==> src/rtl/keypad_pkg.sv <==
// Package for the keypad scanner.
// Holds the shared scanner state type, the column constants and a one-hot
// to index helper that the decoder uses.
package keypad_pkg;

    typedef enum logic [1:0] {
        SCAN       = 2'd0,
        DEBOUNCE   = 2'd1,
        PRESSED    = 2'd2,
        RELEASE_DB = 2'd3
    } scan_state_t;

    localparam int unsigned NUM_COLS = 4;
    localparam logic [NUM_COLS-1:0] COL_RESET = 4'b0001;

    // Index of the set bit in a 4-bit one-hot vector (highest set bit wins).
    function automatic logic [1:0] onehot_index(input logic [3:0] v);
        logic [1:0] idx;
        idx = '0;
        for (int unsigned i = 0; i < 4; i++) begin
            if (v[i]) begin
                idx = 2'(i);
            end
        end
        return idx;
    endfunction

endpackage

==> src/rtl/keypad_decoder.sv <==
// Combinational keypad decoder.
// Maps a one-hot (row, col) pair to a 4-bit key code: key = row_index*4 + col_index.
// Ports:
//   row - one-hot row of the pressed key
//   col - one-hot column of the pressed key
//   key - decoded 4-bit key value
module keypad_decoder
    import keypad_pkg::*;
(
    input  logic [3:0]          row,
    input  logic [NUM_COLS-1:0] col,
    output logic [3:0]          key
);

    always_comb begin
        key = {onehot_index(row), onehot_index(col)};
    end

endmodule

==> src/rtl/keypad_scanner.sv <==
// 4x4 matrix keypad scanner.
// Drives one column at a time, samples the synchronized rows, debounces a
// single key press and release, and reports the decoded key.
// Ports:
//   clk       - system clock
//   reset     - synchronous, active-low reset
//   rows      - raw row inputs, active-high, asynchronous to clk
//   col       - one-hot column drive, active-high
//   key       - decoded value of the last accepted key
//   key_valid - one-cycle pulse when a new key is accepted
//   key_held  - high while the accepted key is held or its release is debounced
module keypad_scanner
    import keypad_pkg::*;
#(
    parameter int unsigned SCAN_CYCLES     = 4,
    parameter int unsigned DEBOUNCE_CYCLES = 50000
) (
    input  logic                clk,
    input  logic                reset,
    input  logic [3:0]          rows,
    output logic [NUM_COLS-1:0] col,
    output logic [3:0]          key,
    output logic                key_valid,
    output logic                key_held
);

    localparam int unsigned CNT_MAX = (SCAN_CYCLES > DEBOUNCE_CYCLES) ? SCAN_CYCLES : DEBOUNCE_CYCLES;
    localparam int unsigned CNT_W   = (CNT_MAX > 1) ? $clog2(CNT_MAX) : 1;
    localparam logic [CNT_W-1:0] SCAN_LAST = CNT_W'(SCAN_CYCLES - 1);
    localparam logic [CNT_W-1:0] DB_LAST   = CNT_W'(DEBOUNCE_CYCLES - 1);

    scan_state_t          state_q, state_d;
    logic [3:0]           rows_meta_q, rows_s_q;
    logic [NUM_COLS-1:0]  col_q, col_d;
    logic [CNT_W-1:0]     cnt_q, cnt_d;
    logic [3:0]           row_l_q, row_l_d;
    logic [3:0]           key_q, key_d;
    logic                 key_valid_q, key_valid_d;
    logic                 key_held_q, key_held_d;

    logic [3:0]           dec_key;
    logic [NUM_COLS-1:0]  col_next;
    logic                 rows_onehot;
    logic                 row_l_present;

    // col_q is frozen outside SCAN, so it doubles as the latched column.
    keypad_decoder u_decoder (
        .row (row_l_q),
        .col (col_q),
        .key (dec_key)
    );

    always_comb begin
        col_next      = {col_q[NUM_COLS-2:0], col_q[NUM_COLS-1]};
        rows_onehot   = (rows_s_q != '0) && ((rows_s_q & (rows_s_q - 4'd1)) == '0);
        row_l_present = (rows_s_q & row_l_q) != '0;
    end

    always_comb begin
        state_d     = state_q;
        col_d       = col_q;
        cnt_d       = cnt_q;
        row_l_d     = row_l_q;
        key_d       = key_q;
        key_valid_d = 1'b0;
        key_held_d  = key_held_q;

        case (state_q)
            SCAN: begin
                if (cnt_q == SCAN_LAST) begin
                    cnt_d = '0;
                    if (rows_onehot) begin
                        row_l_d = rows_s_q;
                        state_d = DEBOUNCE;
                    end else begin
                        col_d = col_next;
                    end
                end else begin
                    cnt_d = cnt_q + 1'b1;
                end
            end
            DEBOUNCE: begin
                if (rows_s_q != row_l_q) begin
                    state_d = SCAN;
                    cnt_d   = '0;
                    col_d   = col_next;
                end else if (cnt_q == DB_LAST) begin
                    state_d     = PRESSED;
                    key_d       = dec_key;
                    key_valid_d = 1'b1;
                    key_held_d  = 1'b1;
                end else begin
                    cnt_d = cnt_q + 1'b1;
                end
            end
            PRESSED: begin
                if (!row_l_present) begin
                    cnt_d   = '0;
                    state_d = RELEASE_DB;
                end
            end
            RELEASE_DB: begin
                if (row_l_present) begin
                    state_d = PRESSED;
                end else if (cnt_q == DB_LAST) begin
                    key_held_d = 1'b0;
                    state_d    = SCAN;
                    cnt_d      = '0;
                    col_d      = col_next;
                end else begin
                    cnt_d = cnt_q + 1'b1;
                end
            end
            default: begin
                state_d = SCAN;
            end
        endcase
    end

    always_ff @(posedge clk) begin
        if (!reset) begin
            state_q     <= SCAN;
            rows_meta_q <= '0;
            rows_s_q    <= '0;
            col_q       <= COL_RESET;
            cnt_q       <= '0;
            row_l_q     <= '0;
            key_q       <= '0;
            key_valid_q <= 1'b0;
            key_held_q  <= 1'b0;
        end else begin
            // Two-flop synchronizer on the raw rows.
            rows_meta_q <= rows;
            rows_s_q    <= rows_meta_q;
            state_q     <= state_d;
            col_q       <= col_d;
            cnt_q       <= cnt_d;
            row_l_q     <= row_l_d;
            key_q       <= key_d;
            key_valid_q <= key_valid_d;
            key_held_q  <= key_held_d;
        end
    end

    assign col       = col_q;
    assign key       = key_q;
    assign key_valid = key_valid_q;
    assign key_held  = key_held_q;

endmodule

==> config.mk <==
export PLATFORM = sky130hd
export DESIGN_NAME = keypad_scanner
export DESIGN_NICKNAME = d
export VERILOG_FILES = /design/src/rtl/keypad_pkg.sv /design/src/rtl/keypad_decoder.sv /design/src/rtl/keypad_scanner.sv
export SDC_FILE = /design/constraint.sdc
export NUM_CORES = 1
export LEC_CHECK = 0
export BUFFER_PORTS_ARGS = -buffer_cell sky130_fd_sc_hd__buf_2
export CORE_ASPECT_RATIO = 0.8
export CORE_MARGIN = 3
export CORE_UTILIZATION = 52
export CTS_CLUSTER_SIZE = 20
export DETAILED_ROUTE_END_ITERATION = 10
export GPL_ROUTABILITY_DRIVEN = 0
export PLACE_DENSITY = 0.7
export RECOVER_POWER = 25
export SYNTH_ARGS = -nofsm -noshare
export SYNTH_HDL_FRONTEND = slang
export SYNTH_SLANG_ARGS = --single-unit
==> constraint.sdc <==
create_clock -name clk -period 1.78 [get_ports clk]
set_input_delay 0.356 -clock clk [delete_from_list [all_inputs] [get_ports clk]]
set_output_delay 0.356 -clock clk [all_outputs]
set_load 0.01 [all_outputs]
* Word-level counts from Yosys, hierarchy flattened *
Index checks and enable logic that the tools add are counted.

word-level totals
  input port bits = 6
  bits in writable memories = 0
  latch bits = 0
  bits in registers = 40
  output and inout port bits = 10
  logic and storage cells = 81
  memories kept = 0
  ROM bits = 0

operators by class
  shift-type cells = 0
  equal/unequal tests = 18
  $lt $le $gt $ge = 0
  add/subtract/negate cells = 2
  multipliers = 0
  mux-type cells = 33
  reductions and logical operators = 14
  bitwise logic cells = 5
  div/mod/pow operators = 0

operators by type and width
  operator                 number
  $mux W16                 6
  $pmux W16 S4             1
  $mux W2                  11
  $mux W4                  5
  $ne A2 B2 Y1 const B     9
  $add A16 B1 Y16 const B  1
  $eq A16 B16 Y1 const B   1
  $eq A16 B2 Y1 const B    1
  $pmux W4 S3              1
  $reduce_and A5 Y1        2
  $ne A3 B3 Y1 const B     3
  $reduce_and A3 Y1        3
  $and A4 B4 Y4            2
  $pmux W2 S4              1
  $reduce_bool A4 Y1       2
  $mux W1                  7
  $reduce_and A6 Y1        1
  $eq A2 B2 Y1 const B     2
  $logic_not A4 Y1         1
  $ne A4 B4 Y1             1
  $sub A4 B1 Y4 const B    1
  $not A1 Y1               3
  $reduce_bool A3 Y1       1
  $reduce_or A3 Y1         1
  other kinds (5)          5

* Depth between registers and ports, before layout *
  depth in word-level cells = 7
  gate-level depth with buffers = 7
  depth with buffers taken out = 6

* Modules after synthesis *
A second synthesis with hierarchy kept.

unflattened totals
  cell total of the unflattened synthesis = 211
  area, all modules = 1980.6 um2

modules (own cells, without submodules)
  module          cells an instance  instances  area each (um2)  seq. area each (um2)
  keypad_scanner  205                1          1945.6           800.8
  keypad_decoder  6                  1          35.0             0.0

* Worst setup path after synthesis *
Ideal clock, no wire load.

  path kind = flip-flop to flip-flop
  start = register rows_s_q[0]
  end = register cnt_q[13]
  clock period less this slack = 1.817 ns
  arrival time = 1.700 ns
  required time = 1.663 ns
  path buffers = 0
  path slack = -0.037 ns
  setup time = 0.117 ns
  cell stages (with the launch flop) = 7
  cell sequence = dfxtp_1 ha_1 o41a_1 nor4_4 nand4_1 xor2_1 nor2_1

between the ends
  cells in the longest elaborated chain, start to end = 4
  elaborated cells between the ends (all ways) = 9
  those cells by class = 4 x eq/ne; 2 x mux; 1 x bitwise; 2 x reduce/logical

RTL lines
  element                      line                   text
  from (decl)                  keypad_scanner.sv:33   logic [3:0] rows_meta_q, rows_s_q;
  from (signal assigned)       keypad_scanner.sv:134  rows_s_q <= rows_meta_q;
  $and A4 B4 Y4                keypad_scanner.sv:56   row_l_present = (rows_s_q & row_l_q) != '0;
  $reduce_bool A4 Y1           keypad_scanner.sv:56
  $ne A2 B2 Y1 (no line)       -
  $reduce_and A3 Y1 (no line)  -
  to (signal assigned)         keypad_scanner.sv:137  cnt_q <= cnt_d;
  to (decl)                    keypad_scanner.sv:35   logic [CNT_W-1:0] cnt_q, cnt_d;

Parallel ways exist; a longest one is shown, timed or not.
A chain may end at the register's enable or synchronous reset.

* Worst setup path after layout *
  start = register rows_s_q[1]
  end = register cnt_q[2]

The elaborated chain is that of the path after synthesis.

==> flow_summary_export.csv <==
group,metric,value,unit
synth,ys_dominant_reg_cell,"dfxtp_1",
synth,synth-edff-count,0,
worst_hold_path,worst_hold_path_type,"input pin to flip-flop",
power,power_density,713,mW/mm2
synth,synth.avg_cell_area,9.52,um2
cells_and_area,drive_gt1_frac,0.410,
clocking,clk_pin_slew,80,ps
setup_path,cp-end-kind,"flip-flop",
floorplanning,dieArea,0.00435,mm2
power,power.switching,493,uW
floorplanning,dieHeight,59.6,um
sta,whs,260,ps
run_status,violations,"setup timing",
detailed_routing,drtPass1Iterations,4,
detailed_routing,vias,1643,
floorplanning,fp.dieW,73.0,um
power,p_seq_frac,0.522,
setup_path,cp_top_family,"simple AND/OR/NAND/NOR gates",
sta,tightest_slew,419,ps
power,ir_worst_vdd,0.000603,V
clocking,holdBufCountCts,0,
synth,ys_types,39,
sta,finalSetupViolations,25,
placed_design,pre_cts_ws,-106,ps
run_status,outcome,"finished, violations left",
sta,clock_skew,9.52,ps
setup_path,worstPathArrival,2050,ps
setup_path,crit_chain,"ha_4, nor4_1, nand2b_1, buf_4, nand3_1, a21oi_1, nor3_1",
sta,max_slew_margin,0.718,
synth,synth.ff_latch_count,40,
flow_run,maxCapViolations,0,
detailed_routing,routed_wl,4780,um
clocking,cts_tree,"done",
detailed_routing,drcViolationCount,0,
cells_and_area,finish.instance_area,0.00257,mm2
detailed_routing,ant_nets,0,
placed_design,port_buffers,15,
synth,ys_async_sr_fraction,0,
clocking,clock_path_buffers,2,
power,p_leak,0.00102,uW
floorplanning,start_util,0.571,
floorplanning,core,0.00327,mm2
synth,synth.net_count,207,
synth,netlist_instances,196,
setup_path,cp_slowest_stage_delay,410,ps
sta,max_freq,0.536,GHz
grt,overflow,0,
synth,yosys_warnings,0,
cells_and_area,fillers,201,
power,clkPwrFrac,0.328,
power,power_frac_comb,0.150,
grt,antenna_found_initial,0,
setup_path,crit_slowest_cell,"nor4_1",
sta,hold_viol_final,0,
grt,grt.total_usage,0.224,
sta,setup_tns,-1260,ps
placed_design,dpl.hpwl,3130,um
sta,grt_setup_unrepaired,"true",
setup_path,cp-start-kind,"flip-flop",
setup_path,path_class,"flip-flop to flip-flop",
setup_path,cp_num_buf_inv,1,
placed_design,dpl_cell_area,0.00219,mm2
sta,setup_ws,-85.0,ps
setup_path,cp.required,1970,ps
grt,grt_pass1_wl,7390,um
sta,report.final.slew_viol_count,0,
cells_and_area,post-route-util,0.787,
detailed_routing,via_per_inst,5.55,
sta,fin_crit,1870,ps
setup_path,crit_fanout,5,
floorplanning,std_cell_rows,18,
grt,first_global_vias,1598,
clocking,clockRootBuffer,"clkbuf_8",
cells_and_area,diodes,0,
grt,grt_max_degree,17,
cells_and_area,area_growth,37.7,%
synth,ys_seq_area_frac,0.429,
detailed_routing,drt_iter0_drc,118,
synth,syn_area,0.00187,mm2
clocking,clk_latency,300,ps
clocking,clock_sinks,40,
clocking,cts_htree_levels,2,
detailed_routing,avgRoutedWirePerCell,16.1,um
cells_and_area,finish.net_count,266,
floorplanning,io-pin-count,16,
power,p_int,1340,uW
sta,fin_crit_sh,1.05,
power,switching_share,0.269,
clocking,cts_buffers,5,
-- state kept, by name, indices dropped and copies added, names as in the netlist --
signal and count:
rows_s_q 4, key_valid 1, col 4, key_held 1
rows_meta_q 4, key 4, cnt_q 16, row_l_q 4
state_q 2
-- cells by family after synthesis --
logic type,share of synthesized area
compound gates,0.0959
buf+inv,0.0262
flops,0.429
mux,0.0429
simple gates,0.307
fa+ha+maj,0.0335
xor+xnor,0.0657
-- layer usage --
metal / wire length [um] / track usage / vias to the layer above / part of all wire
li1: - / - / 821 / -
met1: 2280 / 0.306 / 766 / 0.48
met2: 2190 / 0.339 / 48 / 0.46
met3: 237 / 0.0525 / 8 / 0.050
met4: 71 / 0.0921 / 0 / 0.015
met5: 0 / 0 / - / 0
-- power groups by stage --
| stage | sequential (uW) | clock [uW] | combinational (uW) |
|---|---|---|---|
| 6_report | 957 | 600 | 275 |
| 5_1_grt | 962 | 651 | 297 |
| 4_1_cts | 957 | 604 | 240 |
| 3_5_place_dp | 968 | 0 | 226 |
| 3_3_place_gp | 966 | 0 | 219 |
| 2_1_floorplan | 975 | 0 | 135 |
-- placed cells by master, fill, tap and decap left out, types with 3 or more instances in the layout --
cell type and count:
buf_4 39, buf_2 15, clkbuf_8 5, nand4_1 4
nor4b_4 3, and2_1 8, dfxtp_2 7, xor2_1 10
a21oi_1 8, nor3_4 3, buf_6 3, dfxtp_4 3
mux2i_1 8, ha_4 5, nand3_1 10, nor2_1 30
dfxtp_1 30, nor3_1 5, xnor2_1 4, nand2_1 11
nor4_4 4, inv_1 5
-- path summary, 6_finish.rpt --
path / startpoint / to / slack (ps) / cells past startpoint
worst max-delay path: rows_s_q[1] / cnt_q[2] / -90 / 7
worst min-delay path: rows[2] / rows_meta_q[2] / 260 / 2
worst max register to register: rows_s_q[1] / cnt_q[2] / -90 / 7
worst min register to register: rows_meta_q[2] / rows_s_q[2] / 440 / 1
-- cell usage after synthesis, types with 5 or more instances --
master,count,share of area
dfxtp_1,40,0.43
nor2_1,32,0.064
nand2_1,11,0.022
nand3_1,10,0.027
xor2_1,10,0.047
a21oi_1,8,0.021
and2_1,8,0.027
mux2i_1,8,0.043
nor3_1,7,0.019
ha_1,5,0.034
inv_1,5,0.010
-- through the flow --
step | power, uW | instances
after CTS | 1800 | 286
after detailed placement | 1190 | 277
after global placement | 1180 | 277
after floorplan | 1110 | 196
after global routing | 1910 | 296
final | 1830 | 296
-- what timing repair did --
action                                  CTS  global route
buffers inserted                          1            10
pin swaps                                 8            14
resized for setup                        18            25
endpoints found under the setup margin   26            30
-- final cells by class --
cell class	instances	area, um2	area share
inverters	5	18.8	0.00731
repair buffers	57	402	0.156
multi-input cells	146	1190	0.463
clock buffers	5	68.8	0.0268
clock inverters	3	18.8	0.00731
well taps	40	50.0	0.0195
flip-flops and latches	40	821	0.320
No activity file was read; power rests on OpenSTA's default activity.
